[src/rtl/muldiv_pkg.sv]
// Shared constants for the RV32M multi-cycle multiply/divide unit.
// Holds funct3 decode, FSM encoding and operand-sign helpers.
package muldiv_pkg;

   localparam int XLEN_DEF = 32;

   localparam logic [6:0] FUNCT7_M = 7'b0000001;

   localparam logic [2:0] F3_MUL    = 3'd0;
   localparam logic [2:0] F3_MULH   = 3'd1;
   localparam logic [2:0] F3_MULHSU = 3'd2;
   localparam logic [2:0] F3_MULHU  = 3'd3;
   localparam logic [2:0] F3_DIV    = 3'd4;
   localparam logic [2:0] F3_DIVU   = 3'd5;
   localparam logic [2:0] F3_REM    = 3'd6;
   localparam logic [2:0] F3_REMU   = 3'd7;

   localparam logic [1:0] S_IDLE   = 2'd0;
   localparam logic [1:0] S_CALC   = 2'd1;
   localparam logic [1:0] S_ADJUST = 2'd2;
   localparam logic [1:0] S_DONE   = 2'd3;

   function automatic logic a_signed(input logic [2:0] f3);
      return (f3 != F3_MULHU) && (f3 != F3_DIVU) && (f3 != F3_REMU);
   endfunction

   function automatic logic b_signed(input logic [2:0] f3);
      return (f3 == F3_MUL) || (f3 == F3_MULH) ||
             (f3 == F3_DIV) || (f3 == F3_REM);
   endfunction

endpackage

[src/rtl/ex_muldiv_ctrl_if.sv]
// Handshake bundle between the execute stage and the mul/div unit.
// master = pipeline side, slave = mul/div controller.
interface ex_muldiv_ctrl_if
   import muldiv_pkg::*;
   #(parameter int XLEN = XLEN_DEF);

   logic            start;
   logic [2:0]      funct3;
   logic [XLEN-1:0] opA;
   logic [XLEN-1:0] opB;
   logic [4:0]      rdIn;
   logic            kill;
   logic            stall;
   logic            busy;
   logic            done;
   logic [XLEN-1:0] result;
   logic [4:0]      rdOut;

   modport master (
      output start, funct3, opA, opB, rdIn, kill,
      input  stall, busy, done, result, rdOut
   );

   modport slave (
      input  start, funct3, opA, opB, rdIn, kill,
      output stall, busy, done, result, rdOut
   );

endinterface

[src/rtl/muldiv_iter_core.sv]
// Iteration datapath: shift-add multiply or restoring divide on magnitudes.
// hi/lo hold product halves, or remainder/quotient when dividing.
module muldiv_iter_core
   import muldiv_pkg::*;
   #(parameter int XLEN = XLEN_DEF)
(
   input  logic            clk,
   input  logic            rst,
   input  logic            load,
   input  logic            step,
   input  logic            is_div,
   input  logic [XLEN-1:0] mag_a,
   input  logic [XLEN-1:0] mag_b,
   output logic [XLEN-1:0] hi,
   output logic [XLEN-1:0] lo
);

   logic [XLEN-1:0] hi_q, lo_q, b_q;
   logic [XLEN-1:0] hi_n, lo_n;
   logic [XLEN:0]   sum, trial, diff;

   // One shift-add or restoring-subtract step.
   always_comb begin
      hi_n  = hi_q;
      lo_n  = lo_q;
      sum   = {1'b0, hi_q} + {1'b0, b_q};
      trial = {hi_q, lo_q[XLEN-1]};
      diff  = trial - {1'b0, b_q};
      if (is_div) begin
         if (!diff[XLEN]) begin
            hi_n = diff[XLEN-1:0];
            lo_n = {lo_q[XLEN-2:0], 1'b1};
         end else begin
            hi_n = trial[XLEN-1:0];
            lo_n = {lo_q[XLEN-2:0], 1'b0};
         end
      end else if (lo_q[0]) begin
         {hi_n, lo_n} = {sum, lo_q[XLEN-1:1]};
      end else begin
         {hi_n, lo_n} = {1'b0, hi_q, lo_q[XLEN-1:1]};
      end
   end

   // Load magnitudes on accept, then iterate while stepping.
   always_ff @(posedge clk or posedge rst) begin
      if (rst) begin
         hi_q <= '0;
         lo_q <= '0;
         b_q  <= '0;
      end else if (load) begin
         hi_q <= '0;
         lo_q <= mag_a;
         b_q  <= mag_b;
      end else if (step) begin
         hi_q <= hi_n;
         lo_q <= lo_n;
      end
   end

   assign hi = hi_q;
   assign lo = lo_q;

endmodule

[src/rtl/ex_muldiv_ctrl.sv]
// RV32M sequencer: FSM, sign handling, special cases and result registers.
// Stalls the front end while the iteration core runs.
module ex_muldiv_ctrl
   import muldiv_pkg::*;
   #(parameter int XLEN = XLEN_DEF)
(
   input  logic             clk,
   input  logic             rst,
   ex_muldiv_ctrl_if.slave  bus
);

   localparam int CW = $clog2(XLEN);
   localparam logic [CW-1:0] CNT_LAST = CW'(XLEN - 1);
   localparam logic [XLEN-1:0] MIN_NEG = {1'b1, {(XLEN-1){1'b0}}};

   logic [1:0]      state;
   logic [CW-1:0]   cnt;
   logic [2:0]      f3_q;
   logic [4:0]      rd_q;
   logic            sa_q, sb_q;
   logic            done_q;
   logic [XLEN-1:0] res_q;
   logic [4:0]      rd_out_q;

   logic            accept, sa_in, sb_in, is_div_in;
   logic            div0, ovf, special;
   logic [XLEN-1:0] mag_a, mag_b, spec_res, adj_res;
   logic [XLEN-1:0] hi, lo, quo_s, rem_s;
   logic [2*XLEN-1:0] prod_s;

   // Accept decode, operand magnitudes and RISC-V divide corner cases.
   always_comb begin
      accept = bus.start & ~bus.kill &
               ((state == S_IDLE) | (state == S_DONE));
      sa_in     = a_signed(bus.funct3) & bus.opA[XLEN-1];
      sb_in     = b_signed(bus.funct3) & bus.opB[XLEN-1];
      mag_a     = sa_in ? -bus.opA : bus.opA;
      mag_b     = sb_in ? -bus.opB : bus.opB;
      is_div_in = bus.funct3[2];
      div0      = is_div_in & (bus.opB == '0);
      ovf       = is_div_in & ~bus.funct3[0] &
                  (bus.opA == MIN_NEG) & (bus.opB == '1);
      special   = div0 | ovf;
      if (div0) spec_res = bus.funct3[1] ? bus.opA : '1;
      else      spec_res = bus.funct3[1] ? '0 : MIN_NEG;
   end

   // Sign fix-up and half selection applied in ADJUST.
   always_comb begin
      prod_s = (sa_q ^ sb_q) ? -{hi, lo} : {hi, lo};
      quo_s  = (sa_q ^ sb_q) ? -lo : lo;
      rem_s  = sa_q ? -hi : hi;
      adj_res = '0;
      unique case (1'b1)
         f3_q[2] &  f3_q[1]:      adj_res = rem_s;
         f3_q[2] & ~f3_q[1]:      adj_res = quo_s;
         ~f3_q[2] & (f3_q[1:0] == 2'd0):
            adj_res = prod_s[XLEN-1:0];
         ~f3_q[2] & (f3_q[1:0] != 2'd0):
            adj_res = prod_s[2*XLEN-1:XLEN];
      endcase
   end

   muldiv_iter_core #(.XLEN(XLEN)) u_core (
      .clk    (clk),
      .rst    (rst),
      .load   (accept),
      .step   (state == S_CALC),
      .is_div (f3_q[2]),
      .mag_a  (mag_a),
      .mag_b  (mag_b),
      .hi     (hi),
      .lo     (lo)
   );

   // FSM, iteration counter, op latches and output registers.
   always_ff @(posedge clk or posedge rst) begin
      if (rst) begin
         state    <= S_IDLE;
         cnt      <= '0;
         f3_q     <= '0;
         rd_q     <= '0;
         sa_q     <= 1'b0;
         sb_q     <= 1'b0;
         done_q   <= 1'b0;
         res_q    <= '0;
         rd_out_q <= '0;
      end else if (bus.kill) begin
         state  <= S_IDLE;
         done_q <= 1'b0;
      end else begin
         done_q <= 1'b0;
         unique case (state)
            S_IDLE, S_DONE: begin
               state <= S_IDLE;
               if (accept) begin
                  f3_q <= bus.funct3;
                  rd_q <= bus.rdIn;
                  sa_q <= sa_in;
                  sb_q <= sb_in;
                  cnt  <= '0;
                  if (special) begin
                     res_q    <= spec_res;
                     rd_out_q <= bus.rdIn;
                     done_q   <= 1'b1;
                     state    <= S_DONE;
                  end else begin
                     state <= S_CALC;
                  end
               end
            end
            S_CALC: begin
               cnt <= cnt + 1'b1;
               if (cnt == CNT_LAST) state <= S_ADJUST;
            end
            S_ADJUST: begin
               res_q    <= adj_res;
               rd_out_q <= rd_q;
               done_q   <= 1'b1;
               state    <= S_DONE;
            end
         endcase
      end
   end

   assign bus.stall  = accept | (state == S_CALC) | (state == S_ADJUST);
   assign bus.busy   = (state != S_IDLE);
   assign bus.done   = done_q;
   assign bus.result = res_q;
   assign bus.rdOut  = rd_out_q;

endmodule

[src/flat_wrapper.sv]
// flat-port wrapper written by rule: the top's interface ports become plain ports
module ex_muldiv_ctrl_flat import muldiv_pkg::*;
#(parameter int XLEN = XLEN_DEF)
  (clk, rst, bus_start, bus_funct3, bus_opA, bus_opB, bus_rdIn, bus_kill, bus_stall, bus_busy, bus_done, bus_result, bus_rdOut);
  ex_muldiv_ctrl_if #(.XLEN(XLEN)) bus_i ();
  input  logic clk;
  input  logic rst;
  input wire logic [$bits(bus_i.start)-1:0] bus_start;
  input wire logic [$bits(bus_i.funct3)-1:0] bus_funct3;
  input wire logic [$bits(bus_i.opA)-1:0] bus_opA;
  input wire logic [$bits(bus_i.opB)-1:0] bus_opB;
  input wire logic [$bits(bus_i.rdIn)-1:0] bus_rdIn;
  input wire logic [$bits(bus_i.kill)-1:0] bus_kill;
  output wire logic [$bits(bus_i.stall)-1:0] bus_stall;
  output wire logic [$bits(bus_i.busy)-1:0] bus_busy;
  output wire logic [$bits(bus_i.done)-1:0] bus_done;
  output wire logic [$bits(bus_i.result)-1:0] bus_result;
  output wire logic [$bits(bus_i.rdOut)-1:0] bus_rdOut;
  assign bus_i.start = bus_start;
  assign bus_i.funct3 = bus_funct3;
  assign bus_i.opA = bus_opA;
  assign bus_i.opB = bus_opB;
  assign bus_i.rdIn = bus_rdIn;
  assign bus_i.kill = bus_kill;
  assign bus_stall = bus_i.stall;
  assign bus_busy = bus_i.busy;
  assign bus_done = bus_i.done;
  assign bus_result = bus_i.result;
  assign bus_rdOut = bus_i.rdOut;
  ex_muldiv_ctrl #(.XLEN(XLEN)) u_core (.clk(clk), .rst(rst), .bus(bus_i));
endmodule
[config.mk]
export PLATFORM = sky130hd
export DESIGN_NAME = ex_muldiv_ctrl_flat
export DESIGN_NICKNAME = d
export VERILOG_FILES = /design/src/rtl/muldiv_pkg.sv /design/src/rtl/ex_muldiv_ctrl_if.sv /design/src/rtl/muldiv_iter_core.sv /design/src/rtl/ex_muldiv_ctrl.sv /design/src/flat_wrapper.sv
export SDC_FILE = /design/constraint.sdc
export NUM_CORES = 1
export LEC_CHECK = 0
export ABC_AREA = 1
export CAP_MARGIN = 40
export CELL_PAD_IN_SITES_DETAIL_PLACEMENT = 1
export CELL_PAD_IN_SITES_GLOBAL_PLACEMENT = 2
export CORE_UTILIZATION = 35
export CTS_BUF_LIST = sky130_fd_sc_hd__clkbuf_4
export DETAILED_ROUTE_END_ITERATION = 16
export GPL_TIMING_DRIVEN = 0
export PLACE_DENSITY = 0.9
export SLEW_MARGIN = 20
export SYNTH_ARGS = -nofsm -noshare
export SYNTH_HDL_FRONTEND = slang
export SYNTH_HIERARCHICAL = 1
export SYNTH_SLANG_ARGS = --single-unit
export TNS_END_PERCENT = 10
[constraint.sdc]
create_clock -name clk -period 9.63 [get_ports clk]
set_input_delay 1.926 -clock clk [delete_from_list [all_inputs] [get_ports clk]]
set_output_delay 1.926 -clock clk [all_outputs]
set_load 0.01 [all_outputs]
# Word-level counts from Yosys, hierarchy flattened
# Index checks and enable logic that the tools add are counted.
[word_totals]
elab_cells = 110
reg_bits = 151
[classes]
n_reduce_logical = 18
eq_ne = 15
mux = 36
addsub = 8
bitwise_logic = 21
[op_table]
columns = ["op", "count"]
rows = [
  ["32-bit 2-to-1 mux", 18],
  ["32-bit negation", 4],
  ["32-bit case mux with 4 select lines", 1],
  ["32-bit == test, second input constant", 2],
  ["64-bit 2-to-1 mux", 1],
  ["64-bit negation", 1],
  ["32-bit case mux with 2 select lines", 1],
  ["32-bit by 32-bit adder with 33-bit output", 1],
  ["33-bit by 32-bit subtractor with 33-bit output", 1],
  ["32-bit zero test", 1],
  ["5-bit case mux with 2 select lines", 2],
  ["5-bit 2-to-1 mux", 3],
  ["1-bit AND", 12],
  ["2-bit nonzero test", 5],
  ["2-bit 2-to-1 mux", 4],
  ["3-bit == test, second input constant", 2],
  ["3-bit by 2-bit inequality test with 1-bit output, second input constant", 2],
  ["3-bit inequality test, second input constant", 2],
  ["2-bit case mux with 3 select lines", 1],
  ["3-bit AND reduction", 2],
  ["5-bit by 1-bit adder with 5-bit output, second input constant", 1],
  ["5-bit == test, second input constant", 1],
  ["2-bit == test, second input constant", 2],
  ["2-bit zero test", 2],
  ["13 further kinds", 26],
]

# Depth between registers and ports, before layout
# Gate-level depths: netlist of the first run.
[depth]
word_depth = 9
mapped_depth = 19
ltp_nobuf = 18

# Cells and area by module
# Netlist of the first run, hierarchy kept.
[by_module_without_submodules]
columns = ["module", "area_each_um2", "instances", "cells_per_inst"]
rows = [
  ["muldiv_iter_core", 10286.1, 1, 1707],
  ["ex_muldiv_ctrl", 8091.5, 1, 1509],
]

# Worst setup path before layout of the first run
# No wires, ideal clock.
[synth_timing]
kind = "input -> output"
from = "input port bus_kill"
to = "output port bus_stall"
path_slack_ps = 5209
arrival_time_ps = 2495
stages = 4
path_buffers = 1
path_cell_list = "inv_1 -> nand3_1 -> clkbuf_1 -> nand3_1"
[synth_between]
elab_chain_cells = 5
[synth_rtl]
columns = ["element", "line_no", "source"]
rows = [
  ["from (decl)", "flat_wrapper.sv:13", "input wire logic [$bits(bus_i.kill)-1:0] bus_kill;"],
  ["1-bit inverter (no source line)", "n/a", ""],
  ["1-bit AND (2 in a row)", "ex_muldiv_ctrl.sv:33", "accept = bus.start & ~bus.kill &"],
  ["1-bit bitwise OR (2 in a row)", "ex_muldiv_ctrl.sv:126", "assign bus.stall = accept | (state == S_CALC) | (state == S_ADJUST);"],
  ["to (decl)", "flat_wrapper.sv:14", "output wire logic [$bits(bus_i.stall)-1:0] bus_stall;"],
]
# Every way passes these cells.

# Worst setup path in the final report of the first run
# Same ends and word-level chain as after synthesis.

==> impl_results.md, run 1 <==
- Reg2reg start: u_core/state[0]
- Die footprint: 0.05343 mm2
- Number of port buffers: about 120
- Final setup vio count: 0
- Largest net degree at the start of global routing: 74
- RSZ-0062 raised after global routing: false
- Worst Hold End: u_core/bus.result[31]
- I/O pins: 116
- DRC: 0
- Count of cell types in the netlist: 57
- Final HPWL DP: 75500 um
- Layout Skew: 31.56 ps
- CP max stage delay: 530 ps
- Postcts setup bufs: 0
- Worst path cell trace: clkdlybuf4s50_1 > inv_1 > nand3_1 > clkbuf_1 > nand3_1 > clkdlybuf4s50_1
- Number of global-route vias before repair: 22347
- CTS H-tree depth: 4
- Reg2reg setup slack: 6150 ps
- Gate Count Post-Synth: 3216
- Min-delay worst type: reg -> reg
- CTS hold repair buffers: 0
- Startpoint types: input pin
- Number of buffers created by CTS: 17
- Cell area after synthesis: 0.01838 mm2
- Critical Path End Type: primary output
- Run status: complete, no violations
- Detail Route Antenna Nets: 0
- Commonest non-fill, non-tap cell in the layout: nand2_1
- Routed wire length: 89320 um
- Hold Fails Final Rpt: 0
- Root Buffer: clkbuf_4
- Synth-to-Final Area Change: 12.78%
- Via Count: 22129
- # Max-Cap Violations: 0
- Worst path top cell family by delay: buffers and inverters
- Hold Crit Start: u_core/bus.result[31]
- CTS clk-pin slew, worst paths: 160 ps
- Num rows: 83
- Worst-Margin Slew: 848.6 ps
- GPL Wtd Cong: ~1.0
- CP required: ~7700 ps
- Post-place setup slack: 3960 ps
- Drt wl/cell: 22.06 um
- Net Count, Synth: 3368
- Maximum VDD drop: 0.1519 mV
- Synthesized flop and latch total: 151
- CTS tree: done
- Final min period: 5695 ps
- Syn. warnings: 6
- Max-slew headroom: 43.42%
- Worst hold path depth: 2
- Most frequent cells in the layout: nand2_1, inv_1, nor2_1, nand3_1, a21oi_1
- Worst Path Arrival: 3770 ps
- Global-route wire length before repair: 136200 um
- Clock Path Buffers: 2
- Max FO, Critical Path: 10
- Sequential area share after synthesis: 20.56%
- Reg-to-Reg End: u_core/u_core/hi[1]
- Drt pass-1 iters: 9
- Final net count: 3508
- Core area: 0.05161 mm2
- Vias per cell: 5.465
- Static Leak: 10.70 nW
- Grt ovf: 0
- Clock sink total: 151
- Setup Crit Path Kind: in -> out
- Final worst-path cycle share: 59.14%
- Share of layout cells above drive strength 1: 5.671%
- Fin worst setup slack: between 3000 and 4000 ps
- FMAX: 0.1756 GHz
- Pwr dens: slightly above 400 mW/mm2
- Die Span Y: 231.1 um
- Antenna violations before repair: 3
- Slowest-stage cell, CP: clkdlybuf4s50_1
- Post-cts resize count: 0
- FF-to-FF path depth: 13
- Die extent in x: around 230 um
- Post-synth EDFFs: 0
- Post-synth ARST share: 100.0%
- Most used DFF post-synth: dfrtp_1
- Total track usage: 33.92%
- CP Buf/Inv Count: 4
- Post-Syn Area per Cell: 5.714 um2
- Initial Util: between 30% and 40%
- Clk_lat worst skew: 720 ps
- Fin. max-slew vios: 0
- Fin Setup TNS: 0 ps
- First DRT Iteration DRCs: 1993
[cells by family (layout without fill, tap and decap cells)]
logic type               count (synthesis)  count (layout)  synth area share [%]
AO/OA/AOI/OAI                          426             426                 13.07
XOR/XNOR                                88              88                 4.194
adder cells (fa/ha/maj)                 76              76                 5.256
buffers and inverters                  567             719                 12.49
flip-flops                             151             151                 20.56
multiplexers                             1               1               0.06127
other                                    0               1                     0
AND/OR/NAND/NOR                       1907            1907                 44.37
[layout make-up]
| type | instances | area [um2] |
|---|---|---|
| multi-input combinational | 2498 | 12300 |
| clock buffer | 17 | 127.6 |
| tap | 680 | 850.8 |
| timing repair buffer | 121 | 1220 |
| antenna | 1 | 2.502 |
| fill | 7196 | 30890 |
| sequential | 151 | 3779 |
| inverter | 471 | 1777 |
| clock inverter | 14 | 140.1 |
| buffer | 96 | 525.5 |
[worst max path at each step]
stage                             to  startpoint  cells past startpoint
6_report                   bus_stall    bus_kill                      6
5_1_grt                    bus_stall    bus_kill                      6
4_1_cts                    bus_stall    bus_kill                      6
3_5_place_dp               bus_stall    bus_kill                      6
3_3_place_gp   u_core/u_core/b_q[29]         rst                      2
2_1_floorplan   u_core/u_core/b_q[0]         rst                      1
[worst reg2reg max path: cells and delay by family, from the launching register on]
family / cells / cell delay [ps]
flops: 1 / 390
buf+inv: 6 / 1370
compound gates: 1 / 110
simple gates: 5 / 1220
fa+ha+maj: 1 / 290
[cells in the mapped netlist, types with 28 or more instances]
library cell | number | area share, %
o221ai_1 | 29 | 1.4
dfrtp_1 | 151 | 21
ha_1 | 74 | 5.0
nand2_2 | 43 | 1.5
clkbuf_1 | 63 | 1.3
nor2_1 | 347 | 7.1
nand2_1 | 1128 | 23
xor2_1 | 62 | 3.0
o21ai_0 | 158 | 4.3
a21oi_1 | 168 | 4.6
nand4_1 | 28 | 0.95
nand3_1 | 242 | 6.6
inv_1 | 457 | 9.3
[metrics by stage]
| stage | std cells | total power [mW] | hold slack, ps | util (%) | instance area, um2 |
|---|---|---|---|---|---|
| 3_5_place_dp | 4016 | 7.840 | 468.1 | 39.62 | 20450 |
| 4_1_cts | 4047 | 8.303 | 510.9 | 40.14 | 20720 |
| 3_3_place_gp | 4011 | 7.649 | 465.2 | 39.49 | 20380 |
| 5_1_grt | 4049 | 9.104 | 528.1 | 40.16 | 20730 |
| 2_1_floorplan | 3216 | 5.456 | 453.0 | - | 18380 |
| 6_report | 4049 | 8.414 | 507.8 | 40.16 | 20730 |
[state kept, by name, summed over array words and instances, names as in the netlist]
register / flops
u_core/f3_q: 3
u_core/u_core/hi: 32
u_core/bus.rdOut: 5
u_core/sb_q: 1
u_core/state: 2
u_core/cnt: 5
u_core/bus.done: 1
u_core/sa_q: 1
u_core/rd_q: 5
u_core/u_core/b_q: 32
u_core/bus.result: 32
u_core/u_core/lo: 32
[power by group]
| part | internal [mW] | switching (mW) |
|---|---|---|
| clock network | 0.134 | 0.284 |
| logic | 2.04 | 4.50 |
| registers | 0.910 | 0.549 |
| total | 3.08 | 5.33 |
[metal layers]
layer | part of all wire [%] | global-route usage (%)
met3 | 7.1 | 5.881
met5 | 0 | 0
met1 | 47 | 48.21
met4 | 2.2 | 8.671
met2 | 43 | 52.63
Note: power is estimated with default switching activity, not from simulation.
==> inputs of run 2 (changes only) <==
CORE_UTILIZATION = 33   (was 35)
PLACE_DENSITY = 0.86   (was 0.9)
clock period = 5.54 ns   (was 9.63 ns; I/O delays follow)
==> impl_results.md, run 2 (same netlist as run 1, synthesis figures left out) <==
- Run status: complete, no violations
- CP required: 4430 ps (-3270 ps)
- Largest net degree at the start of global routing: 73 (-1.4%)
- Die Span Y: 238.0 um (+3.0%)
- Hold slack: 502.7 ps (-5.095 ps)
- Hold Fails Final Rpt: 0 (unchanged)
- FMAX: 0.2438 GHz
- Clk_lat worst skew: 680 ps (-40 ps)
- Reg-to-Reg End: u_core/u_core/hi[0]
- # Max-Cap Violations: 0 (unchanged)
- Synth-to-Final Area Change: 13.32%
- Reg2reg setup slack: 2010 ps (-4140 ps)
- Critical Path End Type: primary output
- Number of global-route vias before repair: 21979 (-1.6%)
- Final setup vio count: 0 (unchanged)
- Postcts setup bufs: 0 (unchanged)
- Max-slew headroom: 42.04% (-1.4 points)
- Hold Crit Start: u_core/bus.result[20]
- Fin worst setup slack: 1438 ps (-2497 ps)
- Reg2reg start: u_core/state[0]
- Final min period: around 4000 ps
- Worst path cell trace: clkdlybuf4s50_1 > inv_1 > nand3_1 > clkbuf_1 > nand3_1 > clkdlybuf4s50_1
- Crit. Startpoint: bus_kill
- Number of port buffers: 115 (unchanged)
- Post-place setup slack: 1161 ps (-2798 ps)
- First DRT Iteration DRCs: 1734 (-13%)
- Max FO, Critical Path: 10 (unchanged)
- I/O pins: 116 (unchanged)
- Layout Skew: 32.56 ps (+0.9920 ps)
- Share of layout cells above drive strength 1: 5.641% (-0.030 points)
- Startpoint types: input pin
- Initial Util: 33.36% (-2.2 points)
- Critical path depth in cells: 6 (unchanged)
- Worst-Margin Slew: 869.4 ps (+20.73 ps)
- Grt ovf: 0 (unchanged)
- FF-to-FF path depth: 13 (unchanged)
- Slowest-stage cell, CP: clkdlybuf4s50_1
- Vias per cell: 5.383 (-1.5%)
- Fin. max-slew vios: 0 (unchanged)
- Core area: 0.05509 mm2 (+6.7%)
- Routed wire length: 93920 um (+5.2%)
- CTS hold repair buffers: 0 (unchanged)
- CTS clk-pin slew, worst paths: 150 ps (about the same)
- Static Leak: 10.70 nW (about the same)
- Root Buffer: clkbuf_4
- Final Cell Area: 0.02083 mm2 (+0.48%)
- Maximum VDD drop: 0.2735 mV (+80%)
- Die footprint: 0.05664 mm2 (+6.0%)
- Detail Route Antenna Nets: 0 (unchanged)
- DRC: 0 (unchanged)
- Num rows: 86 (+3.6%)
- Setup Crit Path Kind: in -> out
- Most frequent cells in the layout: nand2_1, inv_1, nor2_1, nand3_1, a21oi_1
- Commonest non-fill, non-tap cell in the layout: nand2_1
- CP Buf/Inv Count: 4 (unchanged)
- Pwr dens: 712.8 mW/mm2 (+76%)
- Total track usage: 33.21% (-0.71 points)
- Global-route wire length before repair: 139600 um (+2.5%)
- Final net count: 3507 (-0.029%)
- Drt pass-1 iters: 7 (-2)
- Clock Path Buffers: 2 (unchanged)
- Worst path top cell family by delay: buffers and inverters
- Crit path capture: bus_stall
- CP max stage delay: 540 ps (about the same)
- Number of buffers created by CTS: 17 (unchanged)
- Post-cts resize count: 0 (unchanged)
- Clock sink total: 151 (unchanged)
- Fin Setup TNS: 0 ps (unchanged)
- Final worst-path cycle share: about 74%
- Via Count: 22166 (+0.17%)
- Worst Path Arrival: 2990 ps (-780 ps)
- CTS tree: done
- RSZ-0062 raised after global routing: false
- Min-delay worst type: reg -> reg
- CTS H-tree depth: 4 (unchanged)
- Drt wl/cell: 22.81 um (+3.4%)
- Antenna violations before repair: 7 (+4)
- GPL Wtd Cong: 0.9772 (-6.1%)
- Placed Area: 0.02052 mm2 (+0.36%)
- Final HPWL DP: 78930 um (+4.5%)
- Die extent in x: 238.0 um (+3.0%)
==> run 2: cell types whose count changed in the layout (fill, tap and decap cells not counted), sizes merged <==
cell      before  now
diode          1    2
clkinvlp       1    0
clkinv         8   10
buf           36   35
==> run 2: per-stage QoR <==
stage | power (mW) | std cells | utilization (%)
floorplan | 9.484 | 3216 | -
global placement | 13.50 | 4079 | 37.15
detailed placement | 13.77 | 4083 | 37.25
CTS | 14.59 | 4115 | 37.78
global route | 15.99 | 4118 | 37.80
finish | 14.84 | 4118 | 37.80
==> run 2: worst min-delay path by stage <==
stage | end | slack [ps] | cells after the start
after floorplan | u_core/f3_q[0] | 450 | 2
after global placement | u_core/bus.result[25] | 470 | 2
after detailed placement | u_core/bus.result[30] | 460 | 2
after CTS | u_core/bus.result[20] | 500 | 2
after global routing | u_core/bus.result[19] | 530 | 2
final | u_core/bus.result[20] | 500 | 2
==> run 2: worst reg2reg max path, cell delays in order, from the launching register on <==
cell and delay, ps:
dfrtp_1 390, inv_1 80, ha_1 290, inv_1 90, nand3_1 160, inv_1 130
buf_2 210, nor2_2 680, nor2_1 270, clkinv_1 280, clkbuf_1 560, a21oi_1 130
nand2_1 120, nand2_1 60
==> run 2: final cells by class <==
type                    instances  area, um2
repair buffers                120       1209
well taps                     748      935.9
inverters                     471       1777
multi-input cells            2498      12300
diodes                          2      5.005
clock buffers                  17      127.6
flip-flops and latches        151       3779
fillers                      7591      34270
clock inverters                15      162.7
plain buffers                  96      525.5
==> run 2: where the power goes <==
| part | leakage, nW | switching (mW) | internal (mW) | total, mW |
|---|---|---|---|---|
| clock network | 0.160 | 0.512 | 0.243 | 0.755 |
| logic | 8.65 | 7.80 | 3.55 | 11.3 |
| registers | 1.89 | 1.17 | 1.58 | 2.74 |
| total | 10.7 | 9.48 | 5.37 | 14.8 |
==> run 2: metal layers <==
| metal | track usage (%) | share of wire, % |
|---|---|---|
| met1 | 48.69 | 48 |
| met2 | 51.98 | 44 |
| met3 | 3.528 | 6.1 |
| met4 | 7.401 | 1.8 |
| met5 | 0 | 0 |
